===== src/rtl/uart_tx.sv =====
// UART transmitter: start, NB_DATA bits LSB-first, optional even parity, stop.
// Optional parity bit is compiled in with `define UART_TX_PARITY_EN.
module uart_tx #(
    parameter int NB_DATA = 8,
    parameter int SB_TICK = 16
) (
    input  logic               clk,
    input  logic               i_rst_n,
    input  logic               i_tick,
    input  logic               i_tx_start,
    input  logic [NB_DATA-1:0] i_data,
    output logic               o_tx,
    output logic               o_tx_done,
    output logic               o_busy
);

    localparam int SW = $clog2(SB_TICK);
    localparam int NW = $clog2(NB_DATA);

    localparam logic [SW-1:0] S_BIT_LAST  = SW'(15);
    localparam logic [SW-1:0] S_STOP_LAST = SW'(SB_TICK - 1);
    localparam logic [NW-1:0] N_LAST      = NW'(NB_DATA - 1);

    typedef enum logic [2:0] {
        S_IDLE,
        S_START,
        S_DATA,
`ifdef UART_TX_PARITY_EN
        S_PARITY,
`endif
        S_STOP
    } state_t;

    state_t             r_state;
    state_t             w_state_n;
    logic [SW-1:0]      r_s;
    logic [SW-1:0]      w_s_n;
    logic [NW-1:0]      r_n;
    logic [NW-1:0]      w_n_n;
    logic [NB_DATA-1:0] r_b;
    logic [NB_DATA-1:0] w_b_n;
    logic               r_tx;
    logic               w_tx_n;
    logic               r_done;
    logic               w_done_n;
    logic               r_busy;
    logic               w_busy_n;

`ifdef UART_TX_PARITY_EN
    // b is shifted out by the time parity is sent, so keep it separately
    logic r_par;

    always_ff @(posedge clk or negedge i_rst_n) begin
        if (!i_rst_n) begin
            r_par <= 1'b0;
        end else if (r_state == S_IDLE && i_tx_start) begin
            r_par <= ^i_data;
        end
    end
`endif

    always_ff @(posedge clk or negedge i_rst_n) begin
        if (!i_rst_n) begin
            r_state <= S_IDLE;
            r_s     <= '0;
            r_n     <= '0;
            r_b     <= '0;
            r_tx    <= 1'b1;
            r_done  <= 1'b0;
            r_busy  <= 1'b0;
        end else begin
            r_state <= w_state_n;
            r_s     <= w_s_n;
            r_n     <= w_n_n;
            r_b     <= w_b_n;
            r_tx    <= w_tx_n;
            r_done  <= w_done_n;
            r_busy  <= w_busy_n;
        end
    end

    always_comb begin
        w_state_n = r_state;
        w_s_n     = r_s;
        w_n_n     = r_n;
        w_b_n     = r_b;
        w_done_n  = 1'b0;
        unique case (r_state)
            S_IDLE: begin
                if (i_tx_start) begin
                    w_b_n     = i_data;
                    w_s_n     = '0;
                    w_state_n = S_START;
                end
            end
            S_START: begin
                if (i_tick) begin
                    if (r_s == S_BIT_LAST) begin
                        w_s_n     = '0;
                        w_n_n     = '0;
                        w_state_n = S_DATA;
                    end else begin
                        w_s_n = r_s + 1'b1;
                    end
                end
            end
            S_DATA: begin
                if (i_tick) begin
                    if (r_s == S_BIT_LAST) begin
                        w_b_n = r_b >> 1;
                        w_s_n = '0;
                        if (r_n == N_LAST) begin
`ifdef UART_TX_PARITY_EN
                            w_state_n = S_PARITY;
`else
                            w_state_n = S_STOP;
`endif
                        end else begin
                            w_n_n = r_n + 1'b1;
                        end
                    end else begin
                        w_s_n = r_s + 1'b1;
                    end
                end
            end
`ifdef UART_TX_PARITY_EN
            S_PARITY: begin
                if (i_tick) begin
                    if (r_s == S_BIT_LAST) begin
                        w_s_n     = '0;
                        w_state_n = S_STOP;
                    end else begin
                        w_s_n = r_s + 1'b1;
                    end
                end
            end
`endif
            S_STOP: begin
                if (i_tick) begin
                    if (r_s == S_STOP_LAST) begin
                        w_s_n     = '0;
                        w_state_n = S_IDLE;
                        w_done_n  = 1'b1;
                    end else begin
                        w_s_n = r_s + 1'b1;
                    end
                end
            end
            default: begin
                w_state_n = S_IDLE;
            end
        endcase
    end

    // Line level is decoded from the next state so o_tx is a plain register
    always_comb begin
        w_tx_n   = 1'b1;
        w_busy_n = (w_state_n != S_IDLE);
        unique case (w_state_n)
            S_IDLE:   w_tx_n = 1'b1;
            S_START:  w_tx_n = 1'b0;
            S_DATA:   w_tx_n = w_b_n[0];
`ifdef UART_TX_PARITY_EN
            S_PARITY: w_tx_n = r_par;
`endif
            S_STOP:   w_tx_n = 1'b1;
            default:  w_tx_n = 1'b1;
        endcase
    end

    assign o_tx      = r_tx;
    assign o_tx_done = r_done;
    assign o_busy    = r_busy;

endmodule


===== config.mk =====
export PLATFORM = sky130hd
export DESIGN_NAME = uart_tx
export DESIGN_NICKNAME = d
export VERILOG_FILES = /design/src/rtl/uart_tx.sv
export SDC_FILE = /design/constraint.sdc
export NUM_CORES = 1
export LEC_CHECK = 0
export ABC_AREA = 1
export BUFFER_PORTS_ARGS = -buffer_cell sky130_fd_sc_hd__buf_4
export CAP_MARGIN = 20
export CORE_ASPECT_RATIO = 0.75
export CORE_MARGIN = 1.5
export CORE_UTILIZATION = 30
export CTS_BUF_LIST = sky130_fd_sc_hd__clkbuf_16
export DETAILED_ROUTE_END_ITERATION = 12
export MAX_ROUTING_LAYER = met4
export PLACE_DENSITY = 0.52
export SLEW_MARGIN = 20
export SYNTH_ARGS = -nofsm -noshare
export SYNTH_HDL_FRONTEND = slang
export SYNTH_SLANG_ARGS = --single-unit

===== constraint.sdc =====
create_clock -name clk -period 2.8 [get_ports clk]
set_clock_uncertainty 0.2 [all_clocks]
set_input_delay 0.14 -clock clk [delete_from_list [all_inputs] [get_ports clk]]
set_output_delay 0.14 -clock clk [all_outputs]
set_load 0.02 [all_outputs]

==> summary.md <==
| Metric | Value |
|---|---|
| CP arrival | 1.62 ns |
| Worst R2R End | o_tx |
| Initial core utilization | 31.7% |
| CP required | ~2.8 ns |
| Routability cong. | 0.844 |
| Num rows | 19 |
| Worst-path cell chain | ha_1, nand4_1, nand2_1, nand2_1, nor2_2, nand2_1, nand2_1, nand2_1 |
| Peak VDD IR | slightly above 0.5 mV |
| Post-Syn Area | 1170 sq um |
| Clk pwr share | 39.0% |
| Largest net degree at the start of global routing | 22 |
| Tot GR Track Use | 13.0% |
| Final worst slack | 1.16 ns |
| DRC viols | 0 |
| Cell-internal power | a little under 600 uW |
| N_diodes | 0 |
| Post-synth top area cell | dfrtp_1 |
| Flop pwr share | between 40% and 50% |
| Sink Count | 21 |
| Layout cells sized above 1 | 22.7% |
| Final setup violation count | 0 |
| Clock Tree Buf Depth | 2 |
| Min-delay src | i_data[0] |
| HP Class | input port to register |
| Die Wd | 75.0 um |
| Layout area overhead | 28.3% |
| Design Power | 762 uW |
| Area contributors post-synth | dfrtp_1 (43%), nand2_1 (11%), inv_1 (5.1%) |
| Max Fanout on Critical Path | 4 |
| FF-to-FF Start | r_s[1] |
| Pwr Density | 509 nW/um^2 |
| R2R cell count | 8 |
| Most common cell after layout, fill and taps aside | nand2_1 |
| Fin crit share | roughly three fifths |
| Logic pwr share | 14.7% |
| RSZ-0062 raised after global routing | false |
| Seq/Total Area, Yosys | a little under half |
| Reg2Reg Setup Slack | 1.16 ns |
| DIE AREA | 4280 sq um |
| Setup TNS | 0 ns |
| Vias | 965 |
| NumNets Final | approximately 180 |
| Hold Path Sink | r_b[0] |
| Buf/Inv on CP | 0 |
| Net Sw Frac | between 20% and 30% |
| Slowest cell on crit path | dfrtp_1 |
| H-Tree Depth | 1 |
| Clock Root Buffer | clkbuf_16 |
| Hold Path Depth | 5 |
| Vias/cell | 4.49 |
| P_leak | around 0.75 nW |
| Syn. warnings | 0 |
| Post-detailed-route count of antenna-violating nets | 0 |
| Core ar. | ~3700 sq um |
| CTS Buf Count | 3 |
| Post-CTS Setup Inserts | 0 |
| Fin Hold WS | 0.0628 ns |
| Die Ht | ~57 um |
| Mapped Nets | 152 |
| Max incr delay on CP | ~0.39 ns |
| Startpoint types | register |
| CTS tree | built |
| Critical path class | register to register |
| Final Hold Viols | 0 |
| Most numerous cell on the critical path | nand2_1 |
| Max Cap Violations | 0 |
| Port-buffer cells | 14 |
| Net Switching | 185 uW |
| Maximum clock frequency | 0.610 GHz |
| Final HPWL from detailed placement | 1770 um |
| Top Family by Delay on Critical Path | simple AND/OR/NAND/NOR gates |
| Min Tclk post-route | 1.64 ns |
| CTS clk-pin slew, worst paths | 0.06 ns |
| Status | finished clean |
| Initial antenna violation count | 0 |
| Number of global-route vias before repair | roughly 900 |
| Setup crit end kind | register |
| Post-synth ARST share | 100% |
| Ports | 15 |
| Cells after Synth | 137 |
| Yosys cell types | 26 |
| Flops & latches, synth | 21 |
| EDFF count, synth | 0 |
| Most frequent cells in the layout | nand2_1 (34), dfrtp_1 (20), inv_1 (16) |
| Total Wirelength | 2420 um |
| Synth top area share | 42.9% |
| First DRT Iteration DRCs | 22 |
| Grt ovf | 0 |
| First-pass GRT wire length | between 4000 and 5000 um |
| Synth Flop Type | dfrtp_1 |
| Setup WS pre-CTS | 1.19 ns |
| Initial DRT Pass Iterations | 4 |
| Max-slew violations | 0 |
| Clk_lat worst skew | about 0.25 ns |
| Post-layout util | 40.6% |
| Post-synthesis average cell area | 8.52 sq um |
| Routed len/inst | 11.3 um |
## sequential cells by signal, indices dropped and copies added (netlist names)
signal / flops
r_b: 8
r_s: 4
r_n: 3
r_state: 3
o_busy: 1
o_tx: 1
o_tx_done: 1
## what timing repair did
| item | CTS | global route |
|---|---|---|
| hold buffers | 8 | 0 |
| endpoints found under the setup margin | 0 | 0 |
| endpoints found under the hold margin | 28 | 0 |
| gates resized for setup | 0 | 0 |
## per-layer routing
metal | wire length [um] | global-route usage, % | share of wire [%]
met5 | 0 | - | 0
met4 | 55 | 4.68 | 2.3
met3 | 46 | 2.65 | 1.9
met2 | 1080 | 17.8 | 44
met1 | 1240 | 19.0 | 51
## cells in the mapped netlist, types with 3 or more instances
library cell,count
ha_1,3
o211ai_1,5
inv_1,16
nand2_1,34
nand2_2,3
nor2_2,3
o21ai_1,4
nand4_1,6
nor2_1,9
dfrtp_1,20
nand3_1,11
## how the worst max path moves through the flow
stage	depth (start not counted)	slack, ns	startpoint	end
finish	8	1.16	r_s[1]	o_tx
global route	6	1.02	r_s[1]	r_b[7]
CTS	8	1.18	r_s[1]	o_tx
detailed placement	8	1.19	r_s[1]	o_tx
global placement	8	1.21	r_s[1]	o_tx
floorplan	6	1.33	r_n[0]	r_n[0]
## power groups by stage
stage / sequential [mW] / combinational, mW / clock [mW]
6_report: 0.353 / 0.112 / 0.297
5_1_grt: 0.357 / 0.127 / 0.322
4_1_cts: 0.353 / 0.114 / 0.310
3_5_place_dp: 0.358 / 0.105 / 0
3_3_place_gp: 0.359 / 0.104 / 0
2_1_floorplan: 0.357 / 0.0640 / 0
## final cells by class
type / count / area, sq um
Multi-Input combinational cell: 98 / 571
Inverter: 18 / 70.1
Clock buffer: 3 / 75.1
Sequential cell: 21 / 527
Clock inverter: 1 / 5.00
Fill cell: 371 / 2190
Tap cell: 52 / 65.1
Timing Repair Buffer: 22 / 185
## cells by family after synthesis
group | share of synthesized area, %
compound gates | 8.15
xor+xnor | 0.750
fa+ha+maj | 3.22
buf+inv | 6.00
flops | 45.1
other cells | 0.321
simple gates | 36.4
## worst register-to-register path: cells and delay by family, from the launching register on
kind / cells / cell delay, ns
AND/OR/NAND/NOR: 7 / 0.71
flip-flops: 1 / 0.39
adder cells (fa/ha/maj): 1 / 0.28
## through the flow
step / instances / area, sq um
finish: 215 / 1500
global route: 215 / 1500
CTS: 215 / 1500
detailed placement: 203 / 1340
global placement: 203 / 1340
floorplan: 137 / 1170
No activity file was read; power rests on OpenSTA's default activity.
